File: config.mk
export PLATFORM = sky130hd
export DESIGN_NAME = piso_serializer_8_bits
export DESIGN_NICKNAME = d
export VERILOG_FILES = /design/src/rtl/piso_serializer_8_bits.sv
export SDC_FILE = /design/constraint.sdc
export NUM_CORES = 1
export LEC_CHECK = 0
export CAP_MARGIN = 30
export CORE_MARGIN = 5
export CORE_UTILIZATION = 50
export CTS_BUF_LIST = sky130_fd_sc_hd__clkbuf_16
export CTS_CLUSTER_SIZE = 30
export DETAILED_ROUTE_END_ITERATION = 12
export PLACE_DENSITY = 0.89
export SYNTH_ARGS = -nofsm -noshare
export SYNTH_HDL_FRONTEND = slang
export SYNTH_SLANG_ARGS = --single-unit
File: constraint.sdc
create_clock -name Clk_In -period 3.16 [get_ports Clk_In]
set_input_delay 0.79 -clock Clk_In [delete_from_list [all_inputs] [get_ports Clk_In]]
set_output_delay 0.79 -clock Clk_In [all_outputs]
set_load 0.01 [all_outputs]
File: src/rtl/piso_serializer_8_bits.sv
// Parallel-in serial-out serializer with valid/ready load handshake and gapless back-to-back frames.
// Optional even-parity bit after the data bits when PISO_PARITY_EN is defined.
module piso_serializer_8_bits #(
    parameter int DATA_WIDTH   = 8,
    parameter int CLKS_PER_BIT = 1,
    parameter int LSB_FIRST    = 1
) (
    input  logic                  Clk_In,
    input  logic                  Reset_In,
    input  logic [DATA_WIDTH-1:0] Parallel_Data_In,
    input  logic                  Load_Valid_In,
    output logic                  Load_Ready_Out,
    output logic                  Serial_Data_Out,
    output logic                  Serial_Valid_Out,
    output logic                  Frame_Done_Out,
    output logic                  Busy_Out
);

`ifdef PISO_PARITY_EN
    localparam int FRAME_BITS = DATA_WIDTH + 1;
`else
    localparam int FRAME_BITS = DATA_WIDTH;
`endif
    localparam int BIT_CNT_W = (FRAME_BITS > 1) ? $clog2(FRAME_BITS) : 1;
    localparam int CYC_CNT_W = (CLKS_PER_BIT > 1) ? $clog2(CLKS_PER_BIT) : 1;
    localparam logic [BIT_CNT_W-1:0] BIT_LAST = BIT_CNT_W'(FRAME_BITS - 1);
    localparam logic [CYC_CNT_W-1:0] CYC_LAST = CYC_CNT_W'(CLKS_PER_BIT - 1);

    typedef enum logic {
        IDLE,
        SHIFT
    } state_t;

    state_t                  state_q, state_d;
    logic [DATA_WIDTH-1:0]   shift_q, shift_d;
    logic [BIT_CNT_W-1:0]    bit_cnt_q, bit_cnt_d;
    logic [CYC_CNT_W-1:0]    cyc_cnt_q, cyc_cnt_d;
    logic                    serial_data_q, serial_data_d;
    logic                    serial_valid_q, serial_valid_d;
    logic                    frame_done_q, frame_done_d;
`ifdef PISO_PARITY_EN
    logic                    parity_q, parity_d;
`endif
    logic                    load_ready;
    logic                    accept;
    logic                    next_bit;

    // Ready early on the final cycle of a frame so the next word can follow without a gap.
    assign load_ready = (state_q == IDLE) || ((bit_cnt_q == BIT_LAST) && (cyc_cnt_q == CYC_LAST));
    assign accept     = Load_Valid_In && load_ready;

    always_comb begin
        state_d   = state_q;
        shift_d   = shift_q;
        bit_cnt_d = bit_cnt_q;
        cyc_cnt_d = cyc_cnt_q;
`ifdef PISO_PARITY_EN
        parity_d  = parity_q;
`endif
        if (accept) begin
            state_d   = SHIFT;
            shift_d   = Parallel_Data_In;
            bit_cnt_d = '0;
            cyc_cnt_d = '0;
`ifdef PISO_PARITY_EN
            parity_d  = ^Parallel_Data_In;
`endif
        end else if (state_q == SHIFT) begin
            if (cyc_cnt_q == CYC_LAST) begin
                cyc_cnt_d = '0;
                if (bit_cnt_q == BIT_LAST) begin
                    state_d   = IDLE;
                    bit_cnt_d = '0;
                end else begin
                    bit_cnt_d = bit_cnt_q + BIT_CNT_W'(1);
                    if (LSB_FIRST != 0) begin
                        shift_d = {1'b0, shift_q[DATA_WIDTH-1:1]};
                    end else begin
                        shift_d = {shift_q[DATA_WIDTH-2:0], 1'b0};
                    end
                end
            end else begin
                cyc_cnt_d = cyc_cnt_q + CYC_CNT_W'(1);
            end
        end
    end

    // Outputs are registered from the next-state values so they line up with the bit being held.
    always_comb begin
        if (LSB_FIRST != 0) begin
            next_bit = shift_d[0];
        end else begin
            next_bit = shift_d[DATA_WIDTH-1];
        end
`ifdef PISO_PARITY_EN
        if (bit_cnt_d == BIT_LAST) begin
            next_bit = parity_d;
        end
`endif
        serial_valid_d = (state_d == SHIFT);
        serial_data_d  = (state_d == SHIFT) ? next_bit : 1'b0;
        frame_done_d   = (state_d == SHIFT) && (bit_cnt_d == BIT_LAST) && (cyc_cnt_d == CYC_LAST);
    end

    always_ff @(posedge Clk_In) begin
        if (Reset_In) begin
            state_q        <= IDLE;
            shift_q        <= '0;
            bit_cnt_q      <= '0;
            cyc_cnt_q      <= '0;
            serial_data_q  <= 1'b0;
            serial_valid_q <= 1'b0;
            frame_done_q   <= 1'b0;
`ifdef PISO_PARITY_EN
            parity_q       <= 1'b0;
`endif
        end else begin
            state_q        <= state_d;
            shift_q        <= shift_d;
            bit_cnt_q      <= bit_cnt_d;
            cyc_cnt_q      <= cyc_cnt_d;
            serial_data_q  <= serial_data_d;
            serial_valid_q <= serial_valid_d;
            frame_done_q   <= frame_done_d;
`ifdef PISO_PARITY_EN
            parity_q       <= parity_d;
`endif
        end
    end

    assign Load_Ready_Out   = load_ready;
    assign Serial_Data_Out  = serial_data_q;
    assign Serial_Valid_Out = serial_valid_q;
    assign Frame_Done_Out   = frame_done_q;
    assign Busy_Out         = (state_q == SHIFT);

endmodule

==> flow_metrics.py <==
metrics = {
    "sta": {
        "final_max_slew_viol_count": 0,
        "setup_tns_ns": 0,
        "report.final.hold_viol_count": 0,
        "max_slew_margin": 0.6326,
        "tightestPinTransition_ns": 0.5494,
        "hold-worst-slack_ns": 0.4589,
        "layout_min_cycle_time_ns": 2.581,
        "setup_viol": 0,
        "rsz0062_at_grt": "false",
        "timing.fmax_mhz": 387.5,
        "final.setup_skew_ns": 0.005021,
        "layout_setup_ws_ns": 0.5791,
        "min_period_over_period": 0.8167,
    },
    "worst_setup_path": {
        "startpoint_class": "flip-flop",
        "max_stage_delay_cell_worst_path": "sky130_fd_sc_hd__clkdlybuf4s50_1",
        "cp_cell_sequence": "ha_1 > ha_1 > nand2b_4 > nand2_1 > clkdlybuf4s50_1",
        "worst-r2r-cell-count": 6,
        "regToRegStartpoint": "bit_cnt_q[0]$_SDFF_PP0_",
        "endpoint_kind": "primary output",
        "cp.required_ns": 2.37,
        "max_stage_delay_ns": 0.53,
        "worstSetupEndpoint": "Load_Ready_Out",
        "worstSetupPathType": "flip-flop to primary output",
        "critical_path.most_common_cell": "sky130_fd_sc_hd__ha_1",
        "worst-endpoint-arrival_ns": 1.79,
        "r2r_end": "shift_q[2]$_SDFFE_PP0P_",
        "regToRegSetupSlack_ns": 1.32,
        "path_max_fanout": 4,
        "critical_path.startpoint": "bit_cnt_q[0]$_SDFF_PP0_",
    },
    "yosys": {
        "synthesis.yosys.warnings": 0,
        "synth_compound_area_frac": 0.1536,
        "synth_top_cell_by_area": "sky130_fd_sc_hd__dfxtp_1",
        "syn-num-nets": 89,
        "synth_top_family_by_area": "simple AND/OR/NAND/NOR gates",
        "yosys-top-cells-area": "sky130_fd_sc_hd__dfxtp_1 43%, sky130_fd_sc_hd__nand2_1 6.4%, sky130_fd_sc_hd__a211oi_1 5.4%, sky130_fd_sc_hd__a21oi_1 5.0%, sky130_fd_sc_hd__nor2_1 4.8%",
        "synth_top_area_frac": 0.4286,
        "synth_enable_flop_cells": 0,
        "post_synth_fa_ha_maj_area_fraction": 0.03571,
        "xor_xnor_portion_of_the_synthesized_cell_area": 0.01250,
        "yosys_register_bits": 15,
        "synth.distinct_cells": 27,
        "yosys_most_used_dff": "sky130_fd_sc_hd__dfxtp_1",
        "synthMuxAreaShare": 0.02857,
        "synth_sequential_area_ratio": 0.4286,
        "postSynthCellCount": 76,
        "synth_simple_gate_area_share": 0.2857,
        "post_synth_instance_area_um2": 700.7,
        "synthArstFlopShare": 0,
        "synthesis.area_per_instance_um2": 9.219,
    },
    "place": {
        "place_hpwl_um": 991.1,
        "detailedPlace.worstSlack_ns": 0.8497,
        "routabilityCongestion": 0.7015,
        "count_of_input_and_output_buffers": 15,
        "placed_cells": 101,
    },
    "route": {
        "route.final.wire_length_mm": 1.466,
        "detail_route_antenna_nets": 0,
        "drt-initial-drc-count": 4,
        "route.vias.total": 586,
        "number_of_remaining_drc_errors": 0,
        "drtPass1Iterations": 4,
        "post_drt_wl_per_cell_um": 13.96,
        "route.detailed.vias_per_inst": 5.581,
    },
    "power": {
        "ir_worst_vdd_uv": 475.6,
        "power_leakage_uw": 0.0003457,
        "powerDensity_nw_per_um2": 568.9,
    },
    "clock_tree": {
        "cts.repair.resized": 0,
        "clock_latency_ns": 0.25,
        "clk_pin_slew_worst_paths_ns": 0.05,
        "cts_tree": "yes",
        "cts_post_setup_buffers_inserted": 0,
        "number_of_buffers_created_by_cts": 3,
        "cts_hold_buffers": 0,
        "tritoncts_num_sinks": 15,
        "clock_tree.root_cell": "sky130_fd_sc_hd__clkbuf_16",
        "max-clock-path-buffers": 2,
        "cts.htree.levels": 1,
    },
    "floorplanning": {
        "initial_core_util": 0.5318,
        "die_w_um": 47.44,
        "die_area_um2": 2250,
        "dieHeight_um": 47.44,
        "placement_rows": 13,
        "ios": 16,
        "core_um2": 1318,
    },
    "layout": {
        "antenna_cells": 0,
        "proportion_of_layout_cells_with_a_drive_suffix_above_1": 0.1111,
        "post_layout_nonfiller_instances": 105,
        "utilization": 0.6914,
        "most_frequent_cells_in_the_layout": "15 x sky130_fd_sc_hd__dfxtp_1, 15 x sky130_fd_sc_hd__clkdlybuf4s50_1, 12 x sky130_fd_sc_hd__nand2_1",
        "flow.area_growth_from_synthesis_pct": 30.00,
        "finalNetCount": 104,
    },
    "global_route": {
        "track_usage": 0.1540,
        "grt_max_degree": 15,
        "number_of_antenna_violations_at_the_first_check_in_global_routing": 0,
        "grt-ovfl-total": 0,
        "first_global_vias": 500,
        "wire_length_of_the_first_global_routing_pass_mm": 2.290,
    },
    "job": {
        "max-cap-violations": 0,
    },
    "run_status": {
        "status": "finished, final reports clean",
    },
    "min_path": {
        "hp-class": "flip-flop to flip-flop",
    },
}
## registers in the layout, summed over array words and instances, names as in the netlist
register,cells
Serial_Valid_Out,1
Frame_Done_Out,1
Serial_Data_Out,1
bit_cnt_q,3
shift_q,8
cyc_cnt_q,1
## critical path, delay by kind of cell, from the launching register on
kind	cells	cell delay, ns
buf+inv	1	0.53
fa+ha+maj	2	0.47
flops	1	0.38
simple gates	2	0.17
## cell type report
class / count / area (um^2)
Timing Repair Buffer: 15 / 150.1
Clock inverter: 1 / 5.005
Sequential cell: 15 / 300.3
Tap cell: 15 / 18.77
Fill cell: 103 / 406.6
Clock buffer: 3 / 75.07
Multi-Input combinational cell: 56 / 361.6
## worst min-delay path by stage
stage | slack [ns] | to | startpoint | cells after the start
detailed placement | 0.46 | shift_q[6]$_SDFFE_PP0P_ | shift_q[7]$_SDFFE_PP0P_ | 2
global route | 0.50 | shift_q[4]$_SDFFE_PP0P_ | shift_q[5]$_SDFFE_PP0P_ | 2
floorplan | 0.44 | shift_q[6]$_SDFFE_PP0P_ | shift_q[7]$_SDFFE_PP0P_ | 2
CTS | 0.46 | shift_q[6]$_SDFFE_PP0P_ | shift_q[7]$_SDFFE_PP0P_ | 2
global placement | 0.45 | shift_q[4]$_SDFFE_PP0P_ | shift_q[5]$_SDFFE_PP0P_ | 2
finish | 0.46 | shift_q[6]$_SDFFE_PP0P_ | shift_q[7]$_SDFFE_PP0P_ | 2
## Yosys cell counts (all sizes together) (2+ instances only)
| cell | number |
|---|---|
| dfxtp | 15 |
| ha | 2 |
| and3 | 2 |
| buf | 4 |
| nand2 | 12 |
| a21oi | 7 |
| mux2i | 2 |
| nor3 | 4 |
| a211oi | 5 |
| nor2 | 9 |
| nand3 | 2 |
## per-stage QoR
step	total power [uW]	area, um^2
finish	518.2	910.9
global route	538.3	910.9
CTS	520.1	910.9
detailed placement	274.7	830.8
global placement	272.3	830.8
floorplan	252.0	700.7
## routing by layer
| metal | part of all wire | vias to the layer above | GRT usage |
|---|---|---|---|
| li1 | - | 293 | - |
| met1 | 0.44 | 271 | 0.1895 |
| met2 | 0.46 | 16 | 0.2219 |
| met3 | 0.053 | 6 | 0.03383 |
| met4 | 0.042 | 0 | 0.1381 |
| met5 | 0 | - | 0 |
## cells by family (layout without fill, tap and decap cells)
| kind of cell | Yosys count | in the layout |
|---|---|---|
| flops | 15 | 15 |
| fa+ha+maj | 2 | 2 |
| buf+inv | 5 | 19 |
| compound gates | 16 | 16 |
| simple gates | 35 | 35 |
| xor+xnor | 1 | 1 |
| mux | 2 | 2 |
## report_power, final
group | internal, uW | switching, uW
clock | 169 | 76.8
combinational | 33.9 | 29.4
sequential | 201 | 8.14
total | 404 | 114
(Power assumes the default switching activity.)
